==> config.mk <==
export PLATFORM = sky130hd
export DESIGN_NAME = shared_reg_arbiter
export DESIGN_NICKNAME = d
export VERILOG_FILES = /design/src/rtl/shared_reg_pkg.sv /design/src/rtl/shared_reg_arbiter_rr_pick.sv /design/src/rtl/shared_reg_arbiter.sv
export SDC_FILE = /design/constraint.sdc
export NUM_CORES = 1
export LEC_CHECK = 0
export ABC_AREA = 1
export CAP_MARGIN = 20
export CORE_ASPECT_RATIO = 0.6
export CORE_MARGIN = 2
export CORE_UTILIZATION = 43
export CTS_CLUSTER_SIZE = 16
export DETAILED_ROUTE_END_ITERATION = 8
export PLACE_DENSITY = 0.84
export SLEW_MARGIN = 20
export SYNTH_ARGS = -nofsm -noshare
export SYNTH_HDL_FRONTEND = slang
export SYNTH_HIERARCHICAL = 1
export SYNTH_SLANG_ARGS = --single-unit
==> constraint.sdc <==
create_clock -name Clk -period 1.86 [get_ports Clk]
set_clock_uncertainty 0.05 [all_clocks]
set_input_delay 0.465 -clock Clk [delete_from_list [all_inputs] [get_ports Clk]]
set_output_delay 0.465 -clock Clk [all_outputs]
set_load 0.05 [all_outputs]
==> src/rtl/shared_reg_pkg.sv <==
// shared_reg_pkg: FSM state encoding and a constant-friendly clog2 for the shared register arbiter.
package shared_reg_pkg;

    typedef enum logic [1:0] {
        IDLE = 2'd0,
        LOAD = 2'd1,
        HOLD = 2'd2
    } state_t;

    function automatic int clog2(input int n);
        int r;
        r = 0;
        while ((1 << r) < n) r++;
        return r;
    endfunction

endpackage

==> src/rtl/shared_reg_arbiter_rr_pick.sv <==
// rr_pick: combinational round-robin selector; the first set request after i_ptr wins, wrapping.
module rr_pick #(
    parameter int NUM_REQ = 4,
    parameter int ID_W    = 2
) (
    input  logic [NUM_REQ-1:0] i_req,
    input  logic [ID_W-1:0]    i_ptr,
    output logic [NUM_REQ-1:0] o_onehot,
    output logic [ID_W-1:0]    o_idx,
    output logic               o_any
);

    logic [ID_W-1:0] w_j;

    // Scan farthest-first so the nearest requester after i_ptr is the last write and wins.
    always_comb begin
        w_j   = '0;
        o_idx = '0;
        for (int k = NUM_REQ; k >= 1; k--) begin
            w_j = ID_W'((int'(i_ptr) + k) % NUM_REQ);
            if (i_req[w_j]) o_idx = w_j;
        end
    end

    assign o_any    = |i_req;
    assign o_onehot = o_any ? NUM_REQ'(1) << o_idx : '0;

endmodule

==> src/rtl/shared_reg_arbiter.sv <==
// shared_reg_arbiter: round-robin grant and write sequencer for one shared register.
// Define SHARED_REG_OWNER_EN to add the Owner port (index of the last committed writer).
module shared_reg_arbiter
    import shared_reg_pkg::*;
#(
    parameter  int NUM_REQ = 4,
    parameter  int WIDTH   = 8,
    localparam int ID_W    = clog2(NUM_REQ)
) (
    input  logic                     Clk,
    input  logic                     Reset,
    input  logic [NUM_REQ-1:0]       Req,
    input  logic [NUM_REQ*WIDTH-1:0] WrData,
    output logic [NUM_REQ-1:0]       Grant,
    output logic [NUM_REQ-1:0]       Ack,
    output logic [WIDTH-1:0]         Q,
    output logic                     Busy
`ifdef SHARED_REG_OWNER_EN
    ,
    output logic [ID_W-1:0]          Owner
`endif
);

    state_t             r_state;
    logic [NUM_REQ-1:0] r_grant;
    logic [NUM_REQ-1:0] r_ack;
    logic [WIDTH-1:0]   r_q;
    logic [ID_W-1:0]    r_ptr;
    logic [ID_W-1:0]    r_idx;
    logic [NUM_REQ-1:0] w_onehot;
    logic [ID_W-1:0]    w_idx;
    logic               w_any;
`ifdef SHARED_REG_OWNER_EN
    logic [ID_W-1:0]    r_owner;
    assign Owner = r_owner;
`endif

    rr_pick #(.NUM_REQ(NUM_REQ), .ID_W(ID_W)) u_pick (
        .i_req    (Req),
        .i_ptr    (r_ptr),
        .o_onehot (w_onehot),
        .o_idx    (w_idx),
        .o_any    (w_any)
    );

    // r_idx latches the winner at grant time so later Req changes cannot redirect the write.
    always_ff @(posedge Clk or posedge Reset) begin
        if (Reset) begin
            r_state <= IDLE;
            r_grant <= '0;
            r_ack   <= '0;
            r_q     <= '0;
            r_ptr   <= ID_W'(NUM_REQ - 1);
            r_idx   <= '0;
`ifdef SHARED_REG_OWNER_EN
            r_owner <= '0;
`endif
        end else begin
            case (r_state)
                IDLE: begin
                    r_ack <= '0;
                    if (w_any) begin
                        r_grant <= w_onehot;
                        r_idx   <= w_idx;
                        r_state <= LOAD;
                    end
                end
                LOAD: begin
                    r_q     <= WrData[r_idx*WIDTH +: WIDTH];
                    r_ack   <= r_grant;
                    r_ptr   <= r_idx;
                    r_state <= HOLD;
`ifdef SHARED_REG_OWNER_EN
                    r_owner <= r_idx;
`endif
                end
                HOLD: begin
                    r_ack <= '0;
                    if (!Req[r_idx]) begin
                        r_grant <= '0;
                        r_state <= IDLE;
                    end
                end
                default: r_state <= IDLE;
            endcase
        end
    end

    assign Grant = r_grant;
    assign Ack   = r_ack;
    assign Q     = r_q;
    assign Busy  = r_state != IDLE;

endmodule

---- Word level (Yosys, flattened, before mapping) ----
Cells that the tools add are included.
cells by class
  add/subtract/negate cells ............... 4
  order comparisons ....................... 5
  eq/ne operators ......................... 4
  shifts and indexed selects .............. 2
  mux-type cells .......................... 21
  reduce and logical (&&, ||, !) cells .... 9
operators with widths
  cell                                                                    number
  32-bit by 6-bit indexed part select with 8-bit output                   1
  4-bit one-hot mux with 2 select lines                                   2
  2-bit by 3-bit < comparator with 1-bit output (second input constant)   5
  2-bit two-way mux                                                       6
  1-bit binary-select mux with 2-bit select                               5
  4-bit two-way mux                                                       2
  2-bit one-hot mux with 3 select lines                                   1
  2-bit nonzero test                                                      3
  1-bit two-way mux                                                       5
  2-bit by 1-bit adder with 2-bit output (second input constant)          2
  2-bit adder (second input constant)                                     2
  2-bit AND reduction                                                     2
  4-bit OR reduction                                                      1
  1-bit by 2-bit << shifter with 4-bit output (first input constant)      1
  3-bit AND reduction                                                     1
  2-bit by 1-bit equality test with 1-bit output (second input constant)  1
  2-bit equality test (second input constant)                             1
  2-bit zero test                                                         1
  2-bit by 1-bit != test with 1-bit output (second input constant)        1
  2-bit != test (second input constant)                                   1
  2-bit OR reduction                                                      1
word-level totals
  register bits ........................... 22
  input bits .............................. 38
  output and inout bits ................... 17
  word-level logic and storage cells ...... 51

---- Logic depth before layout (Yosys ltp) ----
Gate-level depths: netlist of run 1.
  depth after elaboration ................. 10
  mapped depth ............................ 13

---- Modules after synthesis ----
The synthesis of run 1 kept the hierarchy.
modules (own cells, without submodules)
  module              times used  cells each  area an instance (um^2)  sequential area each (um^2)
  shared_reg_arbiter  1           141         1,113.6                  553.0
  rr_pick             1           60          269.0                    0.0

---- Worst setup path before layout of run 1 ----
No wires, ideal clock.
  path kind ............................... register to register
  start ................................... register r_ptr[0]
  end ..................................... register r_grant[3], in the netlist Grant[3]
  setup time .............................. 0.120 ns
  data arrival time ....................... 1.330 ns
  data required time ...................... 1.690 ns
  slack ................................... 0.360 ns
  cell stages (with the launch flop) ...... 14
  path buffers ............................ 0
  cells stage by stage .................... dfstp_2 inv_2 nand2_1 nand2_2 nand2_1 nand2_2 inv_2 nand2_1 nand2_2 nand2_2 inv_2 nor2_2 nand2_1 nand2_1
between the ends
  cells in the longest elaborated chain, start to end .. 10
ends and longest elaborated chain
  what                                           line                              source
  from (decl)                                    shared_reg_arbiter.sv:28          logic [ID_W-1:0] r_ptr;
  from (signal assigned)                         shared_reg_arbiter.sv:53          r_ptr <= ID_W'(NUM_REQ - 1);
  from (signal assigned)                         shared_reg_arbiter.sv:71          r_ptr <= r_idx;
  2-bit by 1-bit adder with 2-bit output         shared_reg_arbiter_rr_pick.sv:20  w_j = ID_W'((int'(i_ptr) + k) % NUM_REQ);
  1-bit binary-select mux with 2-bit select      shared_reg_arbiter_rr_pick.sv:21  if (i_req[w_j]) o_idx = w_j;
  1-bit two-way mux (implied by the code)        shared_reg_arbiter_rr_pick.sv:21
  2-bit two-way mux (3 in series)                shared_reg_arbiter_rr_pick.sv:21
  2-bit two-way mux *                            shared_reg_arbiter_rr_pick.sv:21
  via w_idx[0]                                   shared_reg_arbiter.sv:31          logic [ID_W-1:0] w_idx;
  1-bit by 2-bit << shifter with 4-bit output *  shared_reg_arbiter_rr_pick.sv:26  assign o_onehot = o_any ? NUM_REQ'(1) << o_idx : '0;
  via w_onehot[3]                                shared_reg_arbiter.sv:30          logic [NUM_REQ-1:0] w_onehot;
  4-bit two-way mux *                            shared_reg_arbiter.sv:62          if (w_any) begin
  4-bit one-hot mux with 2 select lines *        shared_reg_arbiter.sv:59          case (r_state)
  to (signal assigned)                           shared_reg_arbiter.sv:63          r_grant <= w_onehot;
  to (decl)                                      shared_reg_arbiter.sv:25          logic [NUM_REQ-1:0] r_grant;
Mark *: on every way through the listed nets, which the timed path passes. The rest lies on a longest branch. The select of a mux whose other input is x is not followed.
A chain may end at the register's enable or synchronous reset.

---- Final worst setup path of run 1 ----
  start ................................... register r_state[0]
  end ..................................... output port Busy
between the ends
  cells in the longest elaborated chain, start to end .. 1
ends and longest elaborated chain
  what                    line                      source
  from (decl)             shared_reg_arbiter.sv:24  state_t r_state;
  from (signal assigned)  shared_reg_arbiter.sv:49  r_state <= IDLE;
  from (signal assigned)  shared_reg_arbiter.sv:65  r_state <= LOAD;
  from (signal assigned)  shared_reg_arbiter.sv:72  r_state <= HOLD;
  2-bit nonzero test      shared_reg_arbiter.sv:92  assign Busy = r_state != IDLE;
  to (decl)               shared_reg_arbiter.sv:17  output logic Busy
No other way between the ends.

==> impl_metrics.ini, run 1 <==
[status]
status = finished, final reports clean

[synthesis]
syn_area_per_cell_sq_um = 6.878
synth_top_cell_by_area = dfrtp_1
synth_edf_count = 0
yosysUniqueCellTypes = 16
yosysMostFrequentCell = nand2_1
synth.ff_latch_count = 22
netlist_top_cells_count = 71 x nand2_1, 20 x dfrtp_1, 19 x nand3_1
synth_async_sr_flop_share_pct = 100.0
syn_nets = 239
synth_top_area_share_pct = 36.20
netlist_area_sq_um = 1383
ys_seq_area_share_pct = 40.00
synthTopCellsByArea = dfrtp_1 36%, nand2_1 19%, nand3_1 6.9%, o211ai_1 6.5%, nand2_2 5.4%
yosys_most_used_dff = dfrtp_1
yosys_warnings = 6
syn_inst = 201

[route]
routedWlPerCell_um = 11.77
vias = 1481
drt_iter0_drc = 48
via_per_inst = 4.888
dr.pass1.iters = 4
ant_nets = 0
drt-total-wl_um = 3567
route.detailed.drc = 0

[worst_setup_path]
worst_ep_required_time_ns = 1.34
cp-start-kind = register
endpoint_kind = output port
cp.arrival_ns = 1.18
critPathMaxFanout = 7
path_class = reg -> out

[place]
hpwl_um = 2848
routabilityCongestion = 0.8294
place_inst = 299
portBuffers = 54

[cts]
h-tree-depth = 1
cts_tree = done
cts_hold_buffers = 0
cts_made_buffers = 3
post_cts_resized = 0
insertion_delay_ns = 0.26
cts.clk_slew.worst_paths_ns = 0.08
cts_num_sinks = 22
root_buffer = clkbuf_8
cts_setup_buffers = 0
cts.path.max_buffers = 2

[grt]
antenna_found_initial = 0
grt_max_degree = 23
grt_use_total_pct = 21.51
grt_pass1_vias = 1307
met3_usage_pct = 6.604
use_met1_pct = 29.45
grt-busiest-layer = met2
grt_pass1_wl_um = 6009
grt.overflow.total = 0
met2_usage_pct = 34.26

[timing]
final_hold_viol_count = 0
fmax_mhz = 590.3
maxSlewHeadroom_pct = 71.98
worst_pin_slew_ns = 0.4202
setup_tns_ns = 0
rsz0062_at_grt = no
post-route-period-util_pct = 91.08
finalMaxSlewViolations = 0
setup_viol = 0
whs_ns = 0.4424
fin_crit_ns = 1.694

[final_layout]
fin_nets = 300
finalNonFillerCells = 303
syn2layout_area_growth_pct = 48.14
final_util_pct = 69.07
antennaDiodeCount = 0
nFillCells = 264
seqCellArea_sq_um = 553.0
multiInputGateArea_sq_um = 725.7
drive_gt1_share_pct = 19.92

[power]
finalPower_mw = 3.642
irDropWorstVdd_uv = 806.2
switching_share_pct = 51.37
comb_power_share_pct = 62.8
p_sw_mw = 1.871
power_density_nw_per_um2 = 1778
pwr-share-clk_pct = 12.2
p_leak_nw = 1.063
pwr-share-seq_pct = 25.0
p_int_mw = 1.771

[floorplan]
core_area_sq_um = 2965
rows = 15
ios = 55
die_area_sq_um = 3700
die_x_um = 77.21
start_util_pct = 46.62
die_y_um = 47.92

[min_path]
min_path_type = reg -> reg

[run]
cap_violations = 0
## per-stage QoR
stage / cell area, sq um / setup slack, ns
2_1_floorplan: 1383 / 0.3599
3_3_place_gp: 1964 / -0.1053
3_5_place_dp: 1964 / -0.1355
4_1_cts: 2036 / 0.1476
5_1_grt: 2048 / 0.01501
6_report: 2048 / 0.1660
## cell usage in the layout, fill, tap and decap left out
master	instances
dfstp_2	2
nand3_2	1
o211ai_1	12
nor2_2	4
or2_1	6
bufinv_16	1
nand2_2	12
nor2_1	12
o21ai_1	5
o21ai_0	11
dlymetal6s2s_1	3
buf_4	22
nand4_1	1
dfrtp_1	20
inv_2	6
clkbuf_8	3
nand3_1	18
inv_1	16
clkdlybuf4s50_1	34
buf_12	1
nand2_1	71
## critical path, cell delays in order (launching register included)
cell and delay (ns):
dfrtp_1 0.46, nor2_1 0.20, inv_1 0.10, buf_12 0.15
## path summary, 6_finish.rpt
kind | startpoint | endpoint | slack, ns | cells after the start
setup / recovery | r_state[0] | Busy | 0.17 | 3
setup reg to reg | r_ptr[0] | Grant[0] | 0.19 | 12
hold reg to reg | Q[1] | Q[1] | 0.44 | 2
hold / removal | Q[1] | Q[1] | 0.44 | 2
max in group asynchronous | Reset | r_ptr[0] | 1.00 | 3
min in group asynchronous | Reset | Q[3] | 0.48 | 3
## power groups by stage
stage | Sequential (mW) | Combinational, mW | Clock [mW]
floorplan | 1.34 | 1.21 | 0
global placement | 0.922 | 2.25 | 0
detailed placement | 0.917 | 2.29 | 0
CTS | 0.912 | 2.29 | 0.452
global route | 0.944 | 2.53 | 0.469
finish | 0.911 | 2.29 | 0.445
## registers in the layout, indices dropped and copies added (netlist names)
name     count
Grant        4
Q            8
r_state      2
r_idx        2
r_ptr        2
Ack          4
## layout make-up
| cell class | instances | share of cell area (%) |
|---|---|---|
| multi-input cells | 153 | 35.43 |
| repair buffers | 60 | 27.49 |
| flip-flops and latches | 22 | 27.00 |
| inverters | 22 | 4.032 |
| well taps | 42 | 2.566 |
| clock buffers | 3 | 2.016 |
| clock inverters | 1 | 1.466 |
## kinds of logic after synthesis
logic type | synth area share [%]
AO/OA/AOI/OAI | 12.31
buffers and inverters | 7.873
flip-flops | 40.00
AND/OR/NAND/NOR | 39.82
## routing by layer
layer | routed length, um | up-vias | part of all wire (%)
met3 | 262 | 5 | 7.3
li1 | - | 760 | -
met4 | 27 | 0 | 0.76
met5 | 0 | - | 0
met1 | 1826 | 670 | 51
met2 | 1450 | 46 | 41
Note: power is estimated with default switching activity, not from simulation.
==> run 2, diff against run 1 <==
- CORE_ASPECT_RATIO: 0.6 -> 0.5
- CTS_BUF_LIST: not set -> sky130_fd_sc_hd__clkbuf_8 sky130_fd_sc_hd__clkbuf_16
==> impl_metrics.ini, run 2 (same netlist as run 1, synthesis figures left out) <==
[status]
status = finished, final reports clean

[final_layout]
syn2layout_area_growth_pct = 47.69
fin_nets = 303
final_area_sq_um = 2042
drive_gt1_share_pct = 20.45
final_util_pct = 67.38
final_common_cell = nand2_1
antennaDiodeCount = 0
largest_reg_flops = 8
final_cell_mix = 71 x nand2_1, 36 x clkdlybuf4s50_1, 25 x buf_4

[floorplan]
die_x_um = 84.19
die_area_sq_um = 3712
ios = 55
core_area_sq_um = 3030
rows = 14
start_util_pct = 45.62
die_y_um = 44.10

[cts]
insertion_delay_ns = 0.26
cts_made_buffers = 3
cts_tree = done
h-tree-depth = 1
cts_num_sinks = 22
root_buffer = clkbuf_8
cts_hold_buffers = 0
cts.path.max_buffers = 2
cts.clk_slew.worst_paths_ns = 0.08

[grt]
grt.overflow.total = 0
grt_pass1_wl_um = 6341
grt_max_degree = 25
grt_pass1_vias = 1364
antenna_found_initial = 0
grt_use_total_pct = 21.66

[power]
power_density_nw_per_um2 = 1779
irDropWorstVdd_uv = 827.0
finalPower_mw = 3.633
p_leak_nw = 1.050

[route]
ant_nets = 0
via_per_inst = 5.026
routedWlPerCell_um = 12.77
route.detailed.drc = 0
dr.pass1.iters = 4
vias = 1528
drt_iter0_drc = 51
drt-total-wl_um = 3881

[worst_setup_path]
path_class = in -> reg
slowest_delay_ns = 0.51
worst_ep_required_time_ns = 1.97
crit_chain = clkdlybuf4s50_1, inv_1, nand2_1, nand3_1, nand2_1, inv_1, nand2_1, nand2_1, nand2_2, nand2_2, inv_2, nor2_2, nand2_1, nand2_1
critPathMaxFanout = 3
critPathMostFrequentCell = nand2_1
cp-start-kind = input pin
critPathSlowestCell = clkdlybuf4s50_1
cp.arrival_ns = 1.87
endpoint_kind = register

[place]
pre_cts_ws_ns = -0.1591
portBuffers = 54
routabilityCongestion = 0.8802
place_area_sq_um = 1954
hpwl_um = 2922

[timing]
maxSlewHeadroom_pct = 79.88
fmax_mhz = 568.0
finalMaxSlewViolations = 0
setup_viol = 0
final_hold_viol_count = 0
fin_ws_ns = 0.09930
worst_pin_slew_ns = 0.3015
fin_crit_ns = 1.761
post-route-period-util_pct = 94.66

[min_path]
min_path_type = reg -> reg

[run]
cap_violations = 0
==> run 2: worst paths after layout <==
path	startpoint	end	slack (ns)	depth (start not counted)
worst max-delay path	Req[0]	Grant[3]	0.1	14
worst min-delay path	Q[1]	Q[1]	0.43	2
worst max register to register	r_ptr[0]	Grant[0]	0.13	12
worst min register to register	Q[1]	Q[1]	0.43	2
max in group asynchronous	Reset	r_ptr[1]	1.00	3
min in group asynchronous	Reset	Grant[2]	0.49	3
==> run 2: final cells by class <==
type	count	area (sq um)
multi-input cells	153	720.7
repair buffers	63	580.6
clock buffers	4	55.05
fillers	261	988.4
flip-flops and latches	22	553.0
well taps	40	50.05
inverters	22	82.58
==> run 2: through the flow <==
stage / hold WS, ns / cells / TNS (ns)
6_report: 0.4338 / 304 / 0
2_1_floorplan: 0.4027 / 201 / 0
4_1_cts: 0.4392 / 300 / 0
5_1_grt: 0.4611 / 304 / -0.04500
3_3_place_gp: 0.4182 / 296 / -0.2560
3_5_place_dp: 0.4196 / 296 / -0.6335
==> run 2: power by group <==
group | total (mW) | switching [mW] | internal [mW]
logic | 2.41 | 1.57 | 0.834
clock network | 0.340 | 0.152 | 0.189
registers | 0.885 | 0.183 | 0.701
total | 3.63 | 1.91 | 1.72
==> run 2: repair_timing <==
item,in CTS,in global routing
endpoints found under the setup margin,0,4
gates resized for setup,0,1
setup buffers,0,4
==> run 2: critical path, delay by kind of cell <==
| family | cells | cell delay, ns |
|---|---|---|
| simple gates | 10 | 0.69 |
| buf+inv | 4 | 0.70 |
==> run 2: layer usage <==
layer / GRT usage [%] / wire (um) / vias up
met5: 0 / 0 / -
met4: 5.484 / 19 / 0
met3: 3.918 / 198 / 2
met2: 41.11 / 1981 / 37
met1: 26.34 / 1681 / 719
li1: - / - / 770
==> run 3, diff against run 2 <==
- CORE_ASPECT_RATIO: 0.5 -> 0.8
==> impl_metrics.ini, run 3 (same netlist as run 1, synthesis figures left out) <==
[status]
status = finished, final reports clean

[place]
routabilityCongestion = 0.8120
pre_cts_ws_ns = -0.1330
hpwl_um = 2800
portBuffers = 54
place_inst = 298

[final_layout]
syn2layout_area_growth_pct = 49.05
largest_reg_flops = 8
drive_gt1_share_pct = 20.15
final_common_cell = nand2_1
antennaDiodeCount = 0
final_util_pct = 66.79
finalNonFillerCells = 303
fin_nets = 302
nFillCells = 278
final_cell_mix = 71 x nand2_1, 33 x clkdlybuf4s50_1, 24 x buf_4

[route]
ant_nets = 0
vias = 1482
via_per_inst = 4.891
route.detailed.drc = 0
dr.pass1.iters = 6
drt-total-wl_um = 3584
drt_iter0_drc = 58
routedWlPerCell_um = 11.83

[worst_setup_path]
critPathMaxFanout = 7
cp-start-kind = register
critPathSlowestCell = dfrtp_1
slowest_delay_ns = 0.46
worst_ep_required_time_ns = 1.34
endpoint_kind = output port
cp.arrival_ns = 1.22
path_class = reg -> out
crit_chain = nor2_1, inv_1, buf_12

[power]
irDropWorstVdd_uv = 868.1
p_leak_nw = 1.079
power_density_nw_per_um2 = 1775

[floorplan]
start_util_pct = 44.81
rows = 18
die_area_sq_um = 3688
core_area_sq_um = 3085
ios = 55
die_x_um = 67.40
die_y_um = 54.72

[cts]
root_buffer = clkbuf_8
cts_hold_buffers = 0
insertion_delay_ns = 0.26
cts_num_sinks = 22
cts.clk_slew.worst_paths_ns = 0.08
h-tree-depth = 1
cts_made_buffers = 3
cts.path.max_buffers = 2
cts_tree = done

[grt]
grt_use_total_pct = 21.89
grt_pass1_wl_um = 5982
antenna_found_initial = 0
grt.overflow.total = 0
grt_max_degree = 23
grt_pass1_vias = 1376

[timing]
fin_crit_ns = 1.734
post-route-period-util_pct = 93.22
finalMaxSlewViolations = 0
maxSlewHeadroom_pct = 80.18
final_hold_viol_count = 0
rsz0062_at_grt = no
fin_ws_ns = 0.1262
fmax_mhz = 576.8
setup_viol = 0
worst_pin_slew_ns = 0.2962

[run]
cap_violations = 0

[min_path]
min_path_type = reg -> reg
==> run 3: routing by layer <==
| metal | track usage (%) | up-vias | share of wire, % |
|---|---|---|---|
| met2 | 39.27 | 46 | 49 |
| met1 | 27.03 | 664 | 45 |
| met4 | 7.143 | 0 | 1.5 |
| li1 | - | 766 | - |
| met3 | 3.704 | 6 | 4.7 |
| met5 | 0 | - | 0 |
==> run 3: worst max-delay path: cells and delay by family (launching register included) <==
family	cells	cell delay, ns
simple gates	1	0.24
flops	1	0.46
buf+inv	2	0.27
==> run 3: layout make-up <==
cell class | count | area, sq um | share of cell area [%]
Multi-Input combinational cell | 153 | 720.7 | 34.97
Inverter | 22 | 85.08 | 4.129
Timing Repair Buffer | 62 | 580.6 | 28.17
Tap cell | 40 | 50.05 | 2.429
Clock buffer | 3 | 41.29 | 2.004
Clock inverter | 1 | 30.03 | 1.457
Sequential cell | 22 | 553.0 | 26.84
==> run 3: path summary, 6_finish.rpt <==
path,startpoint,to,slack [ns],cells after the start
worst min register to register,Q[1],Q[1],0.43,2
worst max register to register,r_ptr[0],Grant[1],0.19,12
min in group asynchronous,Reset,Q[5],0.49,3
worst max-delay path,r_state[0],Busy,0.13,3
worst min-delay path,Q[1],Q[1],0.43,2
max in group asynchronous,Reset,r_ptr[0],1.00,3
==> run 3: power breakdown <==
part	switching, mW	internal (mW)	total, mW	leakage, nW
registers	0.176	0.701	0.877	0.276
logic	1.53	0.806	2.34	0.768
clock network	0.155	0.287	0.442	0.0357
total	1.86	1.79	3.66	1.08
==> run 3: per-stage QoR <==
stage	total power, mW	hold WS [ns]	area (sq um)	TNS [ns]
after CTS	3.646	0.4385	2041	0
after floorplan	2.547	0.4027	1383	0
after global placement	3.153	0.4140	1969	-0.4508
after global routing	3.988	0.4728	2061	0
after detailed placement	3.201	0.4180	1969	-0.5741
final	3.657	0.4312	2061	0
==> run 3: timing repair <==
item / CTS / global route
gates resized for setup: 0 / 5
endpoints found under the setup margin: 0 / 5
buffers inserted: 0 / 1
